===== config.mk =====
export PLATFORM = sky130hd
export DESIGN_NAME = cmp_hysteresis_monitor_flat
export DESIGN_NICKNAME = d
export VERILOG_FILES = /design/src/rtl/cmp_hysteresis_monitor_if.sv /design/src/rtl/cmp_hysteresis_monitor.sv /design/src/flat_wrapper.sv
export SDC_FILE = /design/constraint.sdc
export NUM_CORES = 1
export LEC_CHECK = 0
export CAP_MARGIN = 20
export CORE_MARGIN = 5
export CORE_UTILIZATION = 44
export CTS_CLUSTER_SIZE = 12
export DETAILED_ROUTE_END_ITERATION = 6
export PLACE_DENSITY_LB_ADDON = 0.12
export SETUP_SLACK_MARGIN = 0.2
export SYNTH_ARGS = -nofsm -noshare
export SYNTH_HDL_FRONTEND = slang
export SYNTH_SLANG_ARGS = --single-unit
export TNS_END_PERCENT = 50

===== constraint.sdc =====
create_clock -name clk -period 1.4 [get_ports clk]
set_input_delay 0.28 -clock clk [delete_from_list [all_inputs] [get_ports clk]]
set_output_delay 0.28 -clock clk [all_outputs]
set_load 0.02 [all_outputs]

===== src/rtl/cmp_hysteresis_monitor_if.sv =====
// Comparator result bus: one sample of greater/lesser/equal flags qualified by in_valid.
// Latency: none, wires only.
// Backpressure: none; the consumer takes every valid sample.
interface cmp_hysteresis_monitor_if;
    logic in_valid;
    logic greater;
    logic lesser;
    logic equal;

    modport master (output in_valid, output greater, output lesser, output equal);
    modport slave  (input  in_valid, input  greater, input  lesser, input  equal);
endinterface


===== src/rtl/cmp_hysteresis_monitor.sv =====
// Debounced hysteresis alarm, saturating per-result counters and one-hot check on comparator flags.
// Latency: 1 cycle from a sample to every registered output.
// Backpressure: none; one sample is consumed per in_valid cycle, gaps hold all state.
module cmp_hysteresis_monitor #(
    parameter int DEBOUNCE = 4,
    parameter int CNT_W    = 8
) (
    input  logic                   clk,
    input  logic                   rst,
    cmp_hysteresis_monitor_if.slave smp,
    input  logic                   clear_counts,
    output logic                   alarm,
    output logic                   alarm_rise,
    output logic                   alarm_fall,
    output logic [1:0]             state,
    output logic [CNT_W-1:0]       gt_count,
    output logic [CNT_W-1:0]       lt_count,
    output logic [CNT_W-1:0]       eq_count,
    output logic                   flag_error
);

    localparam int                 RUN_W    = $clog2(DEBOUNCE + 1);
    localparam logic [RUN_W-1:0]   RUN_LAST = RUN_W'(DEBOUNCE);
    localparam logic [CNT_W-1:0]   CNT_MAX  = '1;

    typedef enum logic [1:0] {
        ST_LOW       = 2'd0,
        ST_ARMING    = 2'd1,
        ST_ALARM     = 2'd2,
        ST_DISARMING = 2'd3
    } state_t;

    state_t           state_q, state_d;
    logic [RUN_W-1:0] run_q, run_d, run_inc;
    logic             one_hot;
    logic             legal;

    assign one_hot = (smp.greater & ~smp.lesser & ~smp.equal) |
                     (~smp.greater & smp.lesser & ~smp.equal) |
                     (~smp.greater & ~smp.lesser & smp.equal);
    assign legal   = smp.in_valid & one_hot;

    // Any non-qualifying legal sample breaks a streak; illegal or invalid samples are invisible here.
    always_comb begin
        state_d = state_q;
        run_d   = run_q;
        run_inc = run_q + RUN_W'(1);
        if (legal) begin
            case (state_q)
                ST_LOW: begin
                    if (smp.greater) begin
                        if (DEBOUNCE == 1) begin
                            state_d = ST_ALARM;
                        end else begin
                            state_d = ST_ARMING;
                            run_d   = RUN_W'(1);
                        end
                    end
                end
                ST_ARMING: begin
                    if (smp.greater) begin
                        if (run_inc == RUN_LAST) begin
                            state_d = ST_ALARM;
                            run_d   = '0;
                        end else begin
                            run_d   = run_inc;
                        end
                    end else begin
                        state_d = ST_LOW;
                        run_d   = '0;
                    end
                end
                ST_ALARM: begin
                    if (smp.lesser) begin
                        if (DEBOUNCE == 1) begin
                            state_d = ST_LOW;
                        end else begin
                            state_d = ST_DISARMING;
                            run_d   = RUN_W'(1);
                        end
                    end
                end
                ST_DISARMING: begin
                    if (smp.lesser) begin
                        if (run_inc == RUN_LAST) begin
                            state_d = ST_LOW;
                            run_d   = '0;
                        end else begin
                            run_d   = run_inc;
                        end
                    end else begin
                        state_d = ST_ALARM;
                        run_d   = '0;
                    end
                end
                default: begin
                    state_d = ST_LOW;
                    run_d   = '0;
                end
            endcase
        end
    end

    always_ff @(posedge clk) begin
        if (rst) begin
            state_q    <= ST_LOW;
            run_q      <= '0;
            alarm_rise <= 1'b0;
            alarm_fall <= 1'b0;
            flag_error <= 1'b0;
            gt_count   <= '0;
            lt_count   <= '0;
            eq_count   <= '0;
        end else begin
            state_q    <= state_d;
            run_q      <= run_d;
            // Bit 1 of the state encoding is the alarm level.
            alarm_rise <= ~state_q[1] & state_d[1];
            alarm_fall <= state_q[1] & ~state_d[1];
            flag_error <= smp.in_valid & ~one_hot;
            if (clear_counts) begin
                gt_count <= '0;
                lt_count <= '0;
                eq_count <= '0;
            end else if (legal) begin
                if (smp.greater && gt_count != CNT_MAX) gt_count <= gt_count + CNT_W'(1);
                if (smp.lesser  && lt_count != CNT_MAX) lt_count <= lt_count + CNT_W'(1);
                if (smp.equal   && eq_count != CNT_MAX) eq_count <= eq_count + CNT_W'(1);
            end
        end
    end

    assign state = state_q;
    assign alarm = state_q[1];

endmodule


===== src/flat_wrapper.sv =====
// flat-port wrapper written by rule: the top's interface ports become plain ports
module cmp_hysteresis_monitor_flat 
#(
    parameter int DEBOUNCE = 4,
    parameter int CNT_W    = 8
)
  (clk, rst, clear_counts, alarm, alarm_rise, alarm_fall, state, gt_count, lt_count, eq_count, flag_error, smp_in_valid, smp_greater, smp_lesser, smp_equal);
  cmp_hysteresis_monitor_if smp_i ();
  input  logic clk;
  input  logic rst;
  input  logic clear_counts;
  output logic alarm;
  output logic alarm_rise;
  output logic alarm_fall;
  output logic [1:0] state;
  output logic [CNT_W-1:0] gt_count;
  output logic [CNT_W-1:0] lt_count;
  output logic [CNT_W-1:0] eq_count;
  output logic flag_error;
  input wire logic [$bits(smp_i.in_valid)-1:0] smp_in_valid;
  input wire logic [$bits(smp_i.greater)-1:0] smp_greater;
  input wire logic [$bits(smp_i.lesser)-1:0] smp_lesser;
  input wire logic [$bits(smp_i.equal)-1:0] smp_equal;
  assign smp_i.in_valid = smp_in_valid;
  assign smp_i.greater = smp_greater;
  assign smp_i.lesser = smp_lesser;
  assign smp_i.equal = smp_equal;
  cmp_hysteresis_monitor #(.DEBOUNCE(DEBOUNCE), .CNT_W(CNT_W)) u_core (.clk(clk), .rst(rst), .smp(smp_i), .clear_counts(clear_counts), .alarm(alarm), .alarm_rise(alarm_rise), .alarm_fall(alarm_fall), .state(state), .gt_count(gt_count), .lt_count(lt_count), .eq_count(eq_count), .flag_error(flag_error));
endmodule

# Word level (Yosys, flattened, before mapping)
# Index checks and enable logic that the tools add are counted.
[classes]
addsub = 4
eq_ne = 11
n_mux = 14
bitwise_logic = 18
n_reduce_logical = 10
[ops]
columns = ["operator", "count"]
rows = [
  ["adder 8 x 1 -> 8 bit (second input constant)", 3],
  ["!= test 8 bit (second input constant)", 3],
  ["two-way mux 3 bit", 5],
  ["two-way mux 2 bit", 7],
  ["case mux 3 bit (4 select lines)", 1],
  ["AND 1 bit", 10],
  ["case mux 2 bit (4 select lines)", 1],
  ["!= test 3 x 2 -> 1 bit (second input constant)", 2],
  ["inverter 1 bit", 6],
  ["AND reduction 2 bit", 3],
  ["AND reduction 5 bit", 1],
  ["equality test 2 bit (second input constant)", 2],
  ["!= test 2 bit (second input constant)", 2],
  ["adder 3 x 1 -> 3 bit (second input constant)", 1],
  ["equality test 3 bit (second input constant)", 1],
  ["logical AND 1 bit", 3],
  ["AND reduction 3 bit", 1],
  ["equality test 2 x 1 -> 1 bit (second input constant)", 1],
  ["logical NOT 2 bit", 1],
  ["bitwise OR 1 bit", 2],
  ["OR reduction 2 bit", 1],
]
[totals]
reg_bits = 32
in_bits = 7
out_inout_bits = 30
elab_cells = 66

# Logic depth before layout (Yosys ltp)
# Gate-level depths: netlist of run 1.
[logic_depth]
word_depth = 9
depth_mapped = 5

# Worst setup path after synthesis of run 1
# Ideal clock, no wire load.
[synth_timing]
path_type = "flip-flop to flip-flop"
startpoint = "register u_core.lt_count[0]"
endpoint = "register u_core.lt_count[1]"
setup_time_ps = 128
t_arrival_ps = 1409
setup_slack_ps = -136
path_stages_with_launch = 6
cell_sequence = "dfxtp_1 ha_1 nand3_1 o21ai_0 mux2i_1 nor2_1"
[synth_between]
elab_chain_cells = 3
[synth_lines]
columns = ["item", "line", "source"]
rows = [
  ["start: declaration", "cmp_hysteresis_monitor.sv:17", "output logic [CNT_W-1:0] lt_count,"],
  ["start signal: assignment", "cmp_hysteresis_monitor.sv:127", "if (smp.lesser && lt_count != CNT_MAX) lt_count <= lt_count + CNT_W'(1);"],
  ["branches (longest 3 deep; another with adder 8 x 1 -> 8 bit)", "--", ""],
]
# Parallel ways; which one is timed is not known.
# A chain may end at the register's enable or synchronous reset.

# Worst setup path in the final report of run 1
[layout_timing]
startpoint = "register u_core.gt_count[6]"
endpoint = "register u_core.gt_count[3]"
[layout_between]
elab_chain_cells = 3
[layout_lines]
columns = ["item", "line", "source"]
rows = [
  ["start: declaration", "cmp_hysteresis_monitor.sv:16", "output logic [CNT_W-1:0] gt_count,"],
  ["start signal: assignment", "cmp_hysteresis_monitor.sv:126", "if (smp.greater && gt_count != CNT_MAX) gt_count <= gt_count + CNT_W'(1);"],
  ["!= test 8 bit", "cmp_hysteresis_monitor.sv:126", ""],
  ["logical AND 1 bit", "cmp_hysteresis_monitor.sv:126", ""],
  ["AND reduction 2 bit (no line)", "--", ""],
]
# No other way between the ends.

==> results.sh, run 1 <==
export IMPL_worstPathRequired_ns=1.57
export IMPL_grt_max_degree=13
export IMPL_num_antenna_cells=0
export IMPL_yosys_cell_types_count=36
export IMPL_grt_ovfl_total=0
export IMPL_cellLeakagePower_nw=1.09
export IMPL_drc=0
export IMPL_port_buffers=36
export IMPL_routed_wl_mm=4.71
export IMPL_met3_length_um=216
export IMPL_tightest_slew_ns=0.259
export IMPL_layout_setup_ws_ns=0.0352
export IMPL_seqCellArea_um2=719
export IMPL_nets=271
export IMPL_fp_dieH_um=70.4
export IMPL_cts_root_buf="clkbuf_8"
export IMPL_clk_pin_slew_worst_paths_ns=0.07
export IMPL_dr_wl_met2_mm=2.44
export IMPL_dr_pass1_iters=4
export IMPL_p_per_area_mw_per_mm2=735
export IMPL_cts_sinks=32
export IMPL_fp_row_count=22
export IMPL_start_util=0.444
export IMPL_final_area_mm2=0.00271
export IMPL_drive_gt1_frac=0.573
export IMPL_syn_nets=191
export IMPL_ys_seq_elements=32
export IMPL_fillers=254
export IMPL_wl_per_cell_um=15.3
export IMPL_cts_tree="done"
export IMPL_ioPinCount=37
export IMPL_grt_antenna_before_repair=0
export IMPL_rsz0062_at_grt="true"
export IMPL_min_path_type="input pin to flop"
export IMPL_postCtsHoldBufs=0
export IMPL_fin_skew_ns=0.00521
export IMPL_hpwl_mm=3.08
export IMPL_mostFrequentLayoutCell="buf_4"
export IMPL_fin_crit_sh=0.975
export IMPL_maxCapViolations=0
export IMPL_die_x_um=70.4
export IMPL_hold_violations=0
export IMPL_cp_slowest_cell="dfxtp_2"
export IMPL_syn_inst=179
export IMPL_critPathCaptureType="flop"
export IMPL_grt_usage=0.183
export IMPL_postPlaceCellArea_mm2=0.00232
export IMPL_setup_violations=0
export IMPL_total_power_w=0.00199
export IMPL_ant_nets=0
export IMPL_yosysSeqAreaShare=0.400
export IMPL_die_area_mm2=0.00495
export IMPL_slew_headroom=0.827
export IMPL_holdWs_ns=0.424
export IMPL_crit_chain="nand4_1 > o211ai_2 > buf_4 > xor2_1 > nor2_1"
export IMPL_grt_pass1_wl_mm=7.48
export IMPL_coreArea_mm2=0.00361
export IMPL_layout_common_cells="36 x buf_4, 22 x buf_2, 19 x nor2_1, 18 x dfxtp_4"
export IMPL_numCtsBuffers=5
export IMPL_netlist_area_mm2=0.00160
export IMPL_status="finished, final reports clean"
export IMPL_cp_start_kind="flop"
export IMPL_critPathMaxStageDelay_ns=0.34
export IMPL_h_tree_depth=2
export IMPL_drtIter0Drc=93
export IMPL_grt_pass1_vias=1633
export IMPL_yosysWarnings=0
export IMPL_max_freq_ghz=0.733
export IMPL_path_class="flop to flop"
export IMPL_final_max_slew_viol_count=0
export IMPL_pre_cts_ws_ns=-0.496
export IMPL_place_gp_congestion=0.808
export IMPL_crit_fanout=5
export IMPL_multiInputGateArea_mm2=0.00123
export IMPL_cp_arrival_ns=1.54
export IMPL_wl_met1_mm=1.99
export IMPL_vias=1669
export IMPL_clock_latency_ns=0.28
export IMPL_r2r_slack_ns=0.04
export IMPL_viasPerCell=5.42
export IMPL_synth_avg_cell_area_um2=8.95
export IMPL_synthToLayoutAreaGrowth_pct=69.2
export IMPL_top_layer="met4"
export IMPL_max_vdd_ir_drop_mv=0.503
export IMPL_period_minus_slack_ns=1.36
export IMPL_clock_path_buffers=2
[metrics by stage]
stage,cells,setup TNS [ns],util
finish,308,0,0.752
detailed placement,279,-11.55,0.644
global route,308,-0.169,0.752
global placement,279,-9.86,0.644
CTS,297,0,0.717
floorplan,179,0,-
[sequential cells by signal (all words and copies together), names as in the netlist]
| register | cells |
|---|---|
| u_core.run_q | 3 |
| u_core.flag_error | 1 |
| u_core.lt_count | 8 |
| u_core.alarm_fall | 1 |
| u_core.alarm_rise | 1 |
| u_core.gt_count | 8 |
| u_core.state | 2 |
| u_core.eq_count | 8 |
[what timing repair did]
item | in CTS | in global routing
resized for setup | 141 | 51
endpoints found under the setup margin | 62 | 47
pin swaps | 32 | 41
setup buffers | 10 | 11
[cells by family after synthesis]
kind of cell,Yosys count,synth area share
xor gates and xnor gates,13,0.0710
buffers and inverters,8,0.0211
adders and majority gates,5,0.0390
DFF,32,0.400
AOI/OAI and AO/OA,38,0.166
muxes,6,0.0383
and+or+nand+nor,77,0.265
[routing by layer]
layer	vias up	global-route usage
li1	817	-
met1	808	0.218
met2	35	0.317
met3	9	0.0460
met4	0	0.0638
met5	-	0
[synthesized netlist by cell type, drive strengths merged]
master | number | area (um2)
dfxtp | 32 | 641
nor2 | 21 | 78.8
o21ai | 14 | 77.6
xor2 | 13 | 114
nand2 | 11 | 41.3
nand3 | 8 | 40.0
o211ai | 8 | 75.1
a21oi | 7 | 38.8
and3 | 6 | 37.5
nand4 | 6 | 37.5
ha | 5 | 62.6
mux2i | 5 | 50.1
or4 | 5 | 37.5
clkbuf | 4 | 15.0
or3 | 4 | 25.0
and4bb | 3 | 41.3
inv | 3 | 11.3
nor2b | 3 | 18.8
nor3b | 3 | 22.5
o2111ai | 3 | 26.3
a211oi | 2 | 15.0
and2 | 2 | 12.5
nor4 | 2 | 12.5
a21o | 1 | 7.51
a31oi | 1 | 6.26
a41o | 1 | 11.3
buf | 1 | 7.51
mux2 | 1 | 11.3
nand2b | 1 | 6.26
o21a | 1 | 7.51
or2 | 1 | 6.26
or2b | 1 | 7.51
[area by class of cell]
cell class	instances	area share
Clock buffer	6	0.0305
Multi-Input combinational cell	139	0.454
Timing Repair Buffer	78	0.212
Tap cell	48	0.0222
Inverter	3	0.00415
Clock inverter	2	0.0125
Sequential cell	32	0.265
[worst paths after layout]
kind | end | start | depth (start not counted)
setup / recovery | u_core.gt_count[3] | u_core.gt_count[6] | 5
hold / removal | u_core.flag_error | smp_in_valid | 3
hold reg to reg | u_core.lt_count[7] | u_core.lt_count[7] | 2
setup reg to reg | u_core.gt_count[3] | u_core.gt_count[6] | 5
[worst max-delay path: cells and delay by family, from the launching register on]
kind	cells	cell delay, ns
flip-flops	1	0.34
AO/OA/AOI/OAI	1	0.31
AND/OR/NAND/NOR	2	0.29
buffers and inverters	1	0.17
XOR/XNOR	1	0.14
[where the power goes]
group	internal [W]	switching [W]
combinational	0.0000831	0.000101
clock	0.000573	0.000348
sequential	0.000883	0.00000536
Power figures use the tool's default switching activity.
==> run 2: changes to the inputs <==
--- a/config.mk
+++ b/config.mk
@@ -11,6 +11,7 @@
 export CTS_CLUSTER_SIZE = 12
 export DETAILED_ROUTE_END_ITERATION = 6
 export PLACE_DENSITY_LB_ADDON = 0.12
+export REMOVE_ABC_BUFFERS = 1
 export SETUP_SLACK_MARGIN = 0.2
 export SYNTH_ARGS = -nofsm -noshare
 export SYNTH_HDL_FRONTEND = slang
==> run 2 against run 1 <==
  * Largest power group is now registers
  * Design area rose by 3.7%
  * Setup slack got worse by 0.073 ns
  * Highest routed layer unchanged
  * Critical endpoint is now u_core.lt_count[7]
  * The flow now finishes with violations (setup timing)
  * Global-route usage grew 0.81 points
  * Largest cell class unchanged
  * Core utilization increased by 2.8 points
  * Sequential cell count unchanged
==> results.sh, run 2 (synthesized netlist as in run 1, its figures left out) <==
export IMPL_postPlaceCellArea_mm2=0.00227
export IMPL_tightest_slew_ns=0.291
export IMPL_layout_setup_ws_ns=-0.0380
export IMPL_nets=282
export IMPL_max_vdd_ir_drop_mv=0.747
export IMPL_violations="setup timing"
export IMPL_max_freq_ghz=0.695
export IMPL_num_antenna_cells=0
export IMPL_holdPathEnd="u_core.flag_error"
export IMPL_cp_start_kind="flop"
export IMPL_ant_nets=0
export IMPL_wl_per_cell_um=16.1
export IMPL_final_max_slew_viol_count=0
export IMPL_cp_arrival_ns=1.66
export IMPL_fp_row_count=22
export IMPL_maxCapViolations=0
export IMPL_stdcell_count=319
export IMPL_fin_crit_sh=1.03
export IMPL_p_per_area_mw_per_mm2=652
export IMPL_min_path_type="input pin to flop"
export IMPL_drc=0
export IMPL_setup_violations=2
export IMPL_slew_headroom=0.805
export IMPL_grt_antenna_before_repair=0
export IMPL_mostFrequentLayoutCell="buf_4"
export IMPL_grt_max_degree=13
export IMPL_grt_usage=0.191
export IMPL_hold_violations=0
export IMPL_fp_dieH_um=70.4
export IMPL_rsz0062_at_grt="true"
export IMPL_die_area_mm2=0.00495
export IMPL_drtIter0Drc=145
export IMPL_cts_sinks=32
export IMPL_port_buffers=36
export IMPL_worstPathRequired_ns=1.62
export IMPL_h_tree_depth=2
export IMPL_fin_skew_ns=0.00428
export IMPL_critPathCaptureType="flop"
export IMPL_cp_slowest_cell="or4_1"
export IMPL_final_area_mm2=0.00281
export IMPL_critPathMaxStageDelay_ns=0.46
export IMPL_ioPinCount=37
export IMPL_worstHoldStart="smp_in_valid"
export IMPL_vias=1736
export IMPL_status="finished with violations"
export IMPL_reg2reg_depth=4
export IMPL_grt_pass1_wl_mm=7.63
export IMPL_grt_ovfl_total=0
export IMPL_period_minus_slack_ns=1.44
export IMPL_seqCellArea_um2=691
export IMPL_r2r_slack_ns=-0.04
export IMPL_numCtsBuffers=5
export IMPL_drive_gt1_frac=0.620
export IMPL_place_inst=294
export IMPL_dr_pass1_iters=4
export IMPL_r2r_end="u_core.lt_count[7]"
export IMPL_layout_common_cells="41 x buf_4, 19 x dfxtp_2, 18 x nor2_1, 16 x buf_2, 16 x buf_6"
export IMPL_reg_top3="u_core.eq_count (8), u_core.gt_count (8), u_core.lt_count (8)"
export IMPL_viasPerCell=5.44
export IMPL_place_gp_congestion=0.830
export IMPL_whs_path_depth=3
export IMPL_start_util=0.444
export IMPL_cts_tree="done"
export IMPL_cts_root_buf="clkbuf_8"
export IMPL_clk_pin_slew_worst_paths_ns=0.07
export IMPL_coreArea_mm2=0.00361
export IMPL_grt_pass1_vias=1710
export IMPL_crit_chain="nand4_1 > buf_4 > or4_1 > o21ai_1"
export IMPL_clock_latency_ns=0.28
export IMPL_r2r_start="u_core.lt_count[5]"
export IMPL_postCtsHoldBufs=0
export IMPL_cellLeakagePower_nw=1.12
export IMPL_multiInputGateArea_mm2=0.00128
export IMPL_path_class="flop to flop"
export IMPL_routed_wl_mm=5.15
export IMPL_synthToLayoutAreaGrowth_pct=75.4
export IMPL_hpwl_mm=3.06
export IMPL_crit_fanout=4
export IMPL_clock_path_buffers=2
export IMPL_die_x_um=70.4
export IMPL_fillers=235
run 2: metrics by stage:
| stage | setup WS (ns) | TNS (ns) | utilization | hold WS (ns) | total power, W |
|---|---|---|---|---|---|
| final | -0.0380 | -0.0613 | 0.780 | 0.423 | 0.00183 |
| after global routing | -0.101 | -0.410 | 0.780 | 0.430 | 0.00191 |
| after CTS | 0.0644 | 0 | 0.709 | 0.486 | 0.00183 |
| after detailed placement | -0.457 | -10.88 | 0.630 | 0.505 | 0.00109 |
| after global placement | -0.408 | -9.54 | 0.630 | 0.491 | 0.00109 |
| after floorplan | -0.146 | -0.519 | - | 0.349 | 0.00100 |
run 2: worst max path at each step:
stage,from,to,slack [ns],depth (start not counted)
finish,u_core.lt_count[5],u_core.lt_count[7],-0.04,4
global route,u_core.gt_count[5],u_core.gt_count[3],-0.10,6
CTS,u_core.lt_count[5],u_core.lt_count[7],0.06,4
detailed placement,smp_equal,u_core.gt_count[7],-0.46,5
global placement,smp_equal,u_core.lt_count[7],-0.41,5
floorplan,u_core.lt_count[0],u_core.lt_count[1],-0.15,5
run 2: worst max-delay path, delay by kind of cell, from the launching register on:
family,cells,cell delay (ns)
simple gates,2,0.70
flops,1,0.35
buf+inv,1,0.24
compound gates,1,0.08
run 2: final cells by class:
class / instances / share of cell area
sequential: 32 / 0.246
clock buffer: 8 / 0.0320
inverter: 3 / 0.00401
multi-input combinational: 139 / 0.455
tap: 48 / 0.0214
timing repair buffer: 89 / 0.242
run 2: per-layer routing:
layer / routed length, um / track usage / share of wire / vias up
met4: 103 / 0.0830 / 0.020 / 0
li1: - / - / - / 840
met5: 0 / 0 / 0 / -
met3: 256 / 0.0633 / 0.050 / 10
met1: 2170 / 0.215 / 0.42 / 842
met2: 2620 / 0.327 / 0.51 / 44
run 2: timing repair:
action	in CTS	in global routing
gates resized for setup	145	100
pin swaps	19	38
buffers inserted	10	7
endpoints found under the setup margin	62	51
run 2: power breakdown:
group | switching (W) | internal (W) | leakage [nW]
Sequential | 0.00000498 | 0.000904 | 0.273
Clock | 0.000331 | 0.000401 | 0.0455
Combinational | 0.000106 | 0.0000878 | 0.805
Total | 0.000442 | 0.00139 | 1.12
==> run 3: changes to the inputs <==
--- a/config.mk
+++ b/config.mk
@@ -10,6 +10,7 @@
 export CORE_UTILIZATION = 44
 export CTS_CLUSTER_SIZE = 12
 export DETAILED_ROUTE_END_ITERATION = 6
+export GPL_ROUTABILITY_DRIVEN = 0
 export PLACE_DENSITY_LB_ADDON = 0.12
 export REMOVE_ABC_BUFFERS = 1
 export SETUP_SLACK_MARGIN = 0.2
==> results of run 3 <==
Same layout as run 2: the final DEF is identical, and so are final timing and power.
